$ cat src/rtl/serial_adder.sv
// ---------------------------------------------------------------------------
// serial_adder
//
// Bit-serial adder stage wrapped around the one-bit fa cell. An operand pair
// (a, b) and a carry-in are captured on an input valid/ready handshake. The
// sum is then formed LSB-first, one bit per clock, through a single fa
// instance with a registered carry. The WIDTH-bit sum and the final carry
// are presented on an output valid/ready handshake.
//
// Ports:
//   clk        rising-edge clock
//   rst_n      asynchronous active-low reset
//   in_valid   operands on a/b/cin are valid
//   in_ready   stage can accept operands (high only in IDLE)
//   a, b       WIDTH-bit operands, sampled on the input handshake
//   cin        carry-in, sampled on the input handshake
//   out_valid  sum/cout hold a completed result (high only in HOLD)
//   out_ready  downstream accepts the result
//   sum        registered sum, (a + b + cin) mod 2^WIDTH
//   cout       registered carry-out of bit WIDTH-1
//
// Latency from the accepting edge to out_valid is exactly WIDTH clocks.
// With out_ready tied high, one operation completes every WIDTH+2 clocks.
// ---------------------------------------------------------------------------

// One-bit full adder cell.
//   a, b, ci : addend bits and carry-in
//   s, co    : sum bit and carry-out
module fa (
    input  logic a,
    input  logic b,
    input  logic ci,
    output logic s,
    output logic co
);
    assign s  = a ^ b ^ ci;
    assign co = (a & b) | (ci & (a ^ b));
endmodule

module serial_adder #(
    parameter int WIDTH = 8
) (
    input  logic             clk,
    input  logic             rst_n,
    input  logic             in_valid,
    output logic             in_ready,
    input  logic [WIDTH-1:0] a,
    input  logic [WIDTH-1:0] b,
    input  logic             cin,
    output logic             out_valid,
    input  logic             out_ready,
    output logic [WIDTH-1:0] sum,
    output logic             cout
);

    localparam int CW = $clog2(WIDTH + 1);
    localparam logic [CW-1:0] CNT_LAST = CW'(WIDTH - 1);

    typedef enum logic [1:0] {
        IDLE  = 2'd0,
        SHIFT = 2'd1,
        HOLD  = 2'd2
    } state_t;

    state_t state_reg;
    state_t state_next;

    logic [WIDTH-1:0] a_sr;
    logic [WIDTH-1:0] b_sr;
    logic [WIDTH-1:0] sum_sr;
    logic             carry;
    logic [CW-1:0]    cnt;

    logic             fa_s;
    logic             fa_c;
    logic [WIDTH-1:0] sum_shift;

    // The single full-adder slice: always looks at bit 0 of the operand
    // shift registers and the carry left over from the previous bit.
    fa u_fa (
        .a  (a_sr[0]),
        .b  (b_sr[0]),
        .ci (carry),
        .s  (fa_s),
        .co (fa_c)
    );

    // New sum bit enters at the MSB, so after WIDTH shifts the first
    // (LSB) bit has walked all the way down to bit 0. A one-bit sum
    // register has no upper bits to keep, hence the split.
    generate
        if (WIDTH == 1) begin : g_sum_w1
            assign sum_shift = fa_s;
        end else begin : g_sum_wn
            assign sum_shift = {fa_s, sum_sr[WIDTH-1:1]};
        end
    endgenerate

    // ---------------------------------------------------------------
    // FSM: state register
    // ---------------------------------------------------------------
    always_ff @(posedge clk or negedge rst_n) begin
        if (!rst_n) begin
            state_reg <= IDLE;
        end else begin
            state_reg <= state_next;
        end
    end

    // ---------------------------------------------------------------
    // FSM: next-state logic
    // ---------------------------------------------------------------
    always_comb begin
        state_next = state_reg;
        case (state_reg)
            IDLE: begin
                if (in_valid) begin
                    state_next = SHIFT;
                end
            end
            SHIFT: begin
                // cnt counts completed bits before this edge; the edge
                // that processes bit WIDTH-1 is the last shift.
                if (cnt == CNT_LAST) begin
                    state_next = HOLD;
                end
            end
            HOLD: begin
                // in_valid is deliberately not looked at here: a
                // simultaneous request waits until IDLE is reached.
                if (out_ready) begin
                    state_next = IDLE;
                end
            end
            default: begin
                state_next = IDLE;
            end
        endcase
    end

    // ---------------------------------------------------------------
    // FSM: outputs, decoded from the state register alone so neither
    // handshake has a combinational path through this stage.
    // ---------------------------------------------------------------
    always_comb begin
        in_ready  = 1'b0;
        out_valid = 1'b0;
        case (state_reg)
            IDLE:    in_ready  = 1'b1;
            HOLD:    out_valid = 1'b1;
            default: begin
                in_ready  = 1'b0;
                out_valid = 1'b0;
            end
        endcase
    end

    // ---------------------------------------------------------------
    // Datapath registers
    // ---------------------------------------------------------------
    always_ff @(posedge clk or negedge rst_n) begin
        if (!rst_n) begin
            a_sr   <= '0;
            b_sr   <= '0;
            sum_sr <= '0;
            carry  <= 1'b0;
            cnt    <= '0;
        end else begin
            case (state_reg)
                IDLE: begin
                    if (in_valid) begin
                        a_sr  <= a;
                        b_sr  <= b;
                        carry <= cin;
                        cnt   <= '0;
                    end
                end
                SHIFT: begin
                    sum_sr <= sum_shift;
                    carry  <= fa_c;
                    a_sr   <= a_sr >> 1;
                    b_sr   <= b_sr >> 1;
                    cnt    <= cnt + 1'b1;
                end
                default: begin
                    // HOLD: everything frozen so sum/cout stay stable
                    // under any amount of backpressure.
                end
            endcase
        end
    end

    // In HOLD the carry register holds the carry-out of bit WIDTH-1.
    assign sum  = sum_sr;
    assign cout = carry;

endmodule

$ cat config.mk
export PLATFORM = sky130hd
export DESIGN_NAME = serial_adder
export DESIGN_NICKNAME = d
export VERILOG_FILES = /design/src/rtl/serial_adder.sv
export SDC_FILE = /design/constraint.sdc
export NUM_CORES = 1
export LEC_CHECK = 0
export ABC_AREA = 1
export BUFFER_PORTS_ARGS = -buffer_cell sky130_fd_sc_hd__buf_2
export CAP_MARGIN = 0
export CORE_MARGIN = 5
export CORE_UTILIZATION = 52
export CTS_CLUSTER_SIZE = 10
export DETAILED_ROUTE_END_ITERATION = 6
export GPL_TIMING_DRIVEN = 1
export PLACE_DENSITY_LB_ADDON = 0.08
export REMOVE_ABC_BUFFERS = 1
export SYNTH_ARGS = -nofsm -noshare
export SYNTH_HDL_FRONTEND = slang
export SYNTH_SLANG_ARGS = --single-unit
$ cat constraint.sdc
create_clock -name clk -period 1.3 [get_ports clk]
set_input_delay 0.065 -clock clk [delete_from_list [all_inputs] [get_ports clk]]
set_output_delay 0.065 -clock clk [all_outputs]
set_load 0.05 [all_outputs]
==> out/results.txt, run 1 <==
DR WL/cell: 12.3 um
Largest net degree at the start of global routing: 32
Fmax: 0.809 GHz
Type of the tightest min-delay check: primary input to flip-flop
Die Width: 62.1 um
Hold Fails Final Rpt: 0
Worst Setup End Kind: output port
RSZ-0062 raised after global routing: true
Synthesized area: 1410 um^2
Synth Area in XOR/XNOR: 0.619%
Critical path data arrival time: 1.17 ns
# DRC: 0
Adder-Cell Fraction of Synth Area: 2.30%
Peak VDD IR: 1700 uV
Pwr dens: 2310 nW/um^2
Slew @ Worst Pin: 0.674 ns
Area Growth Syn to Fin: 30.8%
Simple-Gate Fraction of Synth Area: 32.9%
Max Cap Violations: 0
Via-per-instance ratio: 5.15
Total clock sinks: 31
Complex-gate fraction of the synthesized area: 3.19%
Slew Limit Fails: 0
Design area: 1850 um^2
Drt total wl: 3120 um
Ys Warns: 0
Clock Skew: 0.00965 ns
Worst skew pair latency: 0.32 ns
# IOs: 32
Slowest stage delay, CP: 0.47 ns
Synthesized flop and latch total: 31
CP max stage cell: dfrtp_2
Cell Rows: 19
Setup violators final: 0
Post-CTS setup buffer count: 0
Layout cell share with drive strength beyond 1: 23.9%
I/O Buffers: 31
Pre-antenna DRT Iters: 4
Crit Path Category: flip-flop to output port
Global route total overflow: 0
Final core utilization: 68.8%
Period utilization: 95.1%
Min-delay src: in_valid
First-pass GRT wire length: 5580 um
Final Critical Period: 1.24 ns
Leakage: 0.000954 uW
Initial Util: 52.6%
Routed vias: 1,303
Clk slew on worst S/H paths: 0.08 ns
H-Tree Depth: 2
CTS tree: built
Main combinational cell family by area after synthesis: simple AND/OR/NAND/NOR gates
Clock root buffer: clkbuf_4
Initial DRC Count: 65
FILL cells: 233
Run status: finished, final reports clean
Fin nets: 244
Initial antenna violation count: 0
Worst Setup SP: state_reg[0]
Reg-to-reg startpoint: cout
WP buf/inv: 1
Worst-path fanout max: 6
Crit-path leading delay family: flip-flops
Die Height: 62.1 um
Core Box Area: 2690 um^2
Sequential share of the synthesized area: 54.9%
ANT cells: 0
CP Data Required Time: 1.24 ns
Vias in the first global route: 1,276
GP Congestion: 0.727
Crit path cell chain: nor2_2 -> buf_6
Slew HR: 55.1%
Synth Instances: 167
Antenna-violating nets left: 0
Dpl cell area: 1610 um^2
Synth Area per Inst: 8.47 um^2
Total negative setup slack: 0 ns
TritonCTS buffer count: 5
Hpwl dp: 2140 um
Distinct cell type count after synthesis: 17
Max Root-Sink Buffers: 2
Die Area: 3860 um^2
Worst setup SP type: flip-flop
Total Routing Usage GR: 17.5%
Post-synthesis mux area share: 0%
==> report_power, final <==
group / switching, uW / internal [uW]
combinational: 1380 / 700
sequential: 300 / 1360
clock: 318 / 211
==> layer usage <==
| layer | share of wire [%] | vias to the layer above | track usage [%] |
|---|---|---|---|
| met5 | 0 | - | 0 |
| met4 | 1.2 | 0 | 7.32 |
| met3 | 5.8 | 5 | 4.14 |
| met2 | 48 | 38 | 27.7 |
| met1 | 45 | 614 | 22.8 |
| li1 | - | 646 | - |
==> cell usage in the layout, fill, tap and decap left out <==
cell           synthesis  layout
clkbuf_1               0       2
inv_1                  7       7
xnor2_1                1       1
o21ai_0                7       7
clkbuf_4               0       5
nand2_4                0       1
nor2_4                 1       1
inv_2                  2       2
dfrtp_1               31      29
buf_2                  3      29
dfrtp_2                0       2
nand2_2                1       1
ha_1                   1       1
dlygate4sd3_1          0      17
nor2_1                 8       7
o21ai_1                1       1
clkinv_2               0       1
buf_4                  5       8
nand3_1               41      41
nand2_1               55      54
buf_6                  0       1
fa_1                   1       1
nor2_2                 1       2
a21oi_1                1       1
==> cell families after synthesis <==
group | after synthesis
compound gates | 9
xor+xnor | 1
fa+ha+maj | 2
buf+inv | 17
flops | 31
simple gates | 107
==> final timing paths <==
check	to	cells after the start	slack (ns)
worst max-delay path	in_ready	2	0.06
min in group asynchronous	sum[6]	2	0.30
max in group asynchronous	state_reg[0]	2	0.52
worst min register to register	b_sr[6]	2	0.50
worst min-delay path	b_sr[7]	3	0.03
worst max register to register	cout	5	0.10
==> tightest hold or removal path, stage by stage <==
cell     delay (ns)
buf_2          0.13
nand3_1        0.08
nand2_1        0.05
==> timing repair <==
| action | 4_1_cts | 5_1_grt |
|---|---|---|
| hold endpoints to repair | 47 | 0 |
| hold buffers | 17 | 0 |
| gates resized for setup | 3 | 5 |
| cloned | 0 | 0 |
| endpoints found under the setup margin | 2 | 25 |
==> cell usage after synthesis <==
cell	n	area, um^2
nand2_1	55	206
xnor2_1	1	8.76
buf_2	3	15.0
dfrtp_1	31	776
nor2_4	1	11.3
buf_4	5	37.5
inv_1	7	26.3
nand3_1	41	205
fa_1	1	20.0
inv_2	2	7.51
o21ai_1	1	5.00
o21ai_0	7	35.0
nor2_2	1	6.26
a21oi_1	1	5.00
nand2_2	1	6.26
nor2_1	8	30.0
ha_1	1	12.5
==> final cells by class <==
class	instances	area, um^2	share of cell area, %
sequential	31	778	42.1
clock buffer	7	45.0	2.44
inverter	9	33.8	1.83
multi-input combinational	119	562	30.4
tap	31	38.8	2.10
timing repair buffer	55	387	20.9
clock inverter	1	5.00	0.271
==> through the flow <==
stage / instances / worst slack, ns / hold slack [ns] / power (uW)
floorplan: 159 / -0.229 / -0.231 / 3020
global placement: 228 / 0.104 / 0.140 / 3590
detailed placement: 228 / 0.0291 / 0.140 / 3650
CTS: 253 / 0.000268 / 0.00900 / 4250
global route: 253 / -0.00451 / 0.0418 / 4620
finish: 253 / 0.0638 / 0.0349 / 4270
Power figures use the tool's default switching activity.
==> run 2, diff against run 1 <==
Settings changed: BUFFER_PORTS_ARGS -buffer_cell sky130_fd_sc_hd__buf_2 to -buffer_cell sky130_fd_sc_hd__buf_4, HOLD_SLACK_MARGIN set to 0.06.
==> run 2 against run 1 <==
Compared with the run above:
- sequential share of layout area fell by 2.6 points
- maximum frequency barely moved
- via count rose by 0.38%
- register-to-register slack improved by 0.02 ns
- clock power rose by 5.9%
- final area rose by 6.7%
- die area did not move
- setup slack improved by 0.00068 ns
- routed wire length fell by 3.4%
- core utilization rose by 4.6 points
- critical path type unchanged
- largest cell class unchanged
==> out/results.txt, run 2 (synthesis gave the netlist of run 1 again) <==
Slew @ Worst Pin: 0.382 ns
Clock root buffer: clkbuf_4
Initial Util: 52.6%
CP Data Required Time: 1.24 ns
Via-per-instance ratio: 5.13
Core Box Area: 2690 um^2
Die Area: 3860 um^2
CTS tree: built
ANT cells: 0
Die Height: 62.1 um
Hpwl dp: 2020 um
Max Root-Sink Buffers: 2
Run status: finished, final reports clean
First-pass GRT wire length: 5580 um
Area Growth Syn to Fin: 39.6%
Most common cell after layout, fill and taps aside: nand2_1
Fmax: 0.809 GHz
Final core utilization: 73.5%
Pwr dens: 2250 nW/um^2
Cell Rows: 19
# IOs: 32
Hold Fails Final Rpt: 0
Slew Limit Fails: 0
TritonCTS buffer count: 5
I/O Buffers: 31
Register Area: 778 um^2
DR WL/cell: 11.8 um
Global route total overflow: 0
Total Routing Usage GR: 17.8%
Die Width: 62.1 um
Commonest non-fill, non-tap cells in the layout: 55 x nand2_1, 41 x nand3_1, 36 x buf_4, 29 x dfrtp_1, 19 x dlygate4sd3_1
Initial antenna violation count: 0
Peak VDD IR: 1860 uV
Pre-antenna DRT Iters: 4
Worst skew pair latency: 0.33 ns
Routed vias: 1,308
Layout cell share with drive strength beyond 1: 24.1%
Vias in the first global route: 1,274
RSZ-0062 raised after global routing: false
Final Critical Period: 1.24 ns
Max Cap Violations: 0
Period utilization: 95.0%
Critical path data arrival time: 1.17 ns
Drt total wl: 3010 um
Clk slew on worst S/H paths: 0.08 ns
Total clock sinks: 31
Crit Path Category: flip-flop to output port
Fin nets: 247
Worst-path fanout max: 6
R2r worst-path depth: 5
Setup violators final: 0
H-Tree Depth: 2
GP Congestion: 0.756
Hold Path Stages: 6
Initial DRC Count: 44
Slew HR: 74.6%
Leakage: 0.000997 uW
Post-CTS setup buffer count: 0
Clock Skew: 0.00546 ns
FILL cells: 209
Design area: 1970 um^2
Worst Setup End Kind: output port
Multi-input combinational cell area: 554 um^2
Dpl cell area: 1720 um^2
Type of the tightest min-delay check: primary input to flip-flop
# DRC: 0
Worst setup SP type: flip-flop
Antenna-violating nets left: 0
Largest net degree at the start of global routing: 32
==> run 2: final timing paths <==
check | startpoint | endpoint | slack (ns)
worst max-delay path | state_reg[0] | in_ready | 0.06
worst min-delay path | out_ready | state_reg[1] | 0.09
worst max register to register | cout | cout | 0.12
worst min register to register | sum[0] | sum[0] | 0.49
max in group asynchronous | rst_n | state_reg[1] | 0.81
min in group asynchronous | rst_n | sum[3] | 0.20
==> run 2: layout make-up <==
type                       instances  area share (%)
clock inverter                     1           0.254
clock buffer                       6            2.60
inverter                           9            1.71
multi-input combinational        119            28.1
sequential                        31            39.4
timing repair buffer              58            25.9
tap                               31            1.97
==> run 2: report_power, final <==
part	switching, uW	internal (uW)
clock network	309	250
registers	287	1360
logic	1380	863
total	1970	2470
==> run 2: routing by layer <==
| layer | part of all wire [%] | routed length (um) | up-vias | track usage, % |
|---|---|---|---|---|
| met5 | 0 | 0 | - | 0 |
| met4 | 1.5 | 44 | 0 | 5.69 |
| met3 | 5.9 | 177 | 5 | 7.21 |
| met2 | 47 | 1400 | 31 | 27.1 |
| met1 | 46 | 1390 | 620 | 23.0 |
| li1 | - | - | 652 | - |
==> run 2: timing repair <==
action,4_1_cts,5_1_grt
hold buffers,19,0
hold endpoints to repair,48,0
resized for setup,1,3
setup endpoints to repair,1,2
==> run 2: per-stage QoR <==
stage | hold WS [ns] | setup TNS, ns | std cells | setup WS, ns | power, uW
2_1_floorplan | -0.231 | -0.799 | 159 | -0.229 | 3020
3_5_place_dp | 0.0179 | 0 | 229 | 0.144 | 3860
4_1_cts | 0.0943 | 0 | 255 | 0.00777 | 4490
6_report | 0.0945 | 0 | 255 | 0.0645 | 4450
5_1_grt | 0.134 | 0 | 255 | 0.00195 | 4840
3_3_place_gp | 0.0153 | 0 | 229 | 0.174 | 3790
==> run 2: worst max-delay path, stage by stage, from the launching register on <==
cell and delay, ns:
dfrtp_2 0.46, nor2_2 0.20, buf_6 0.19
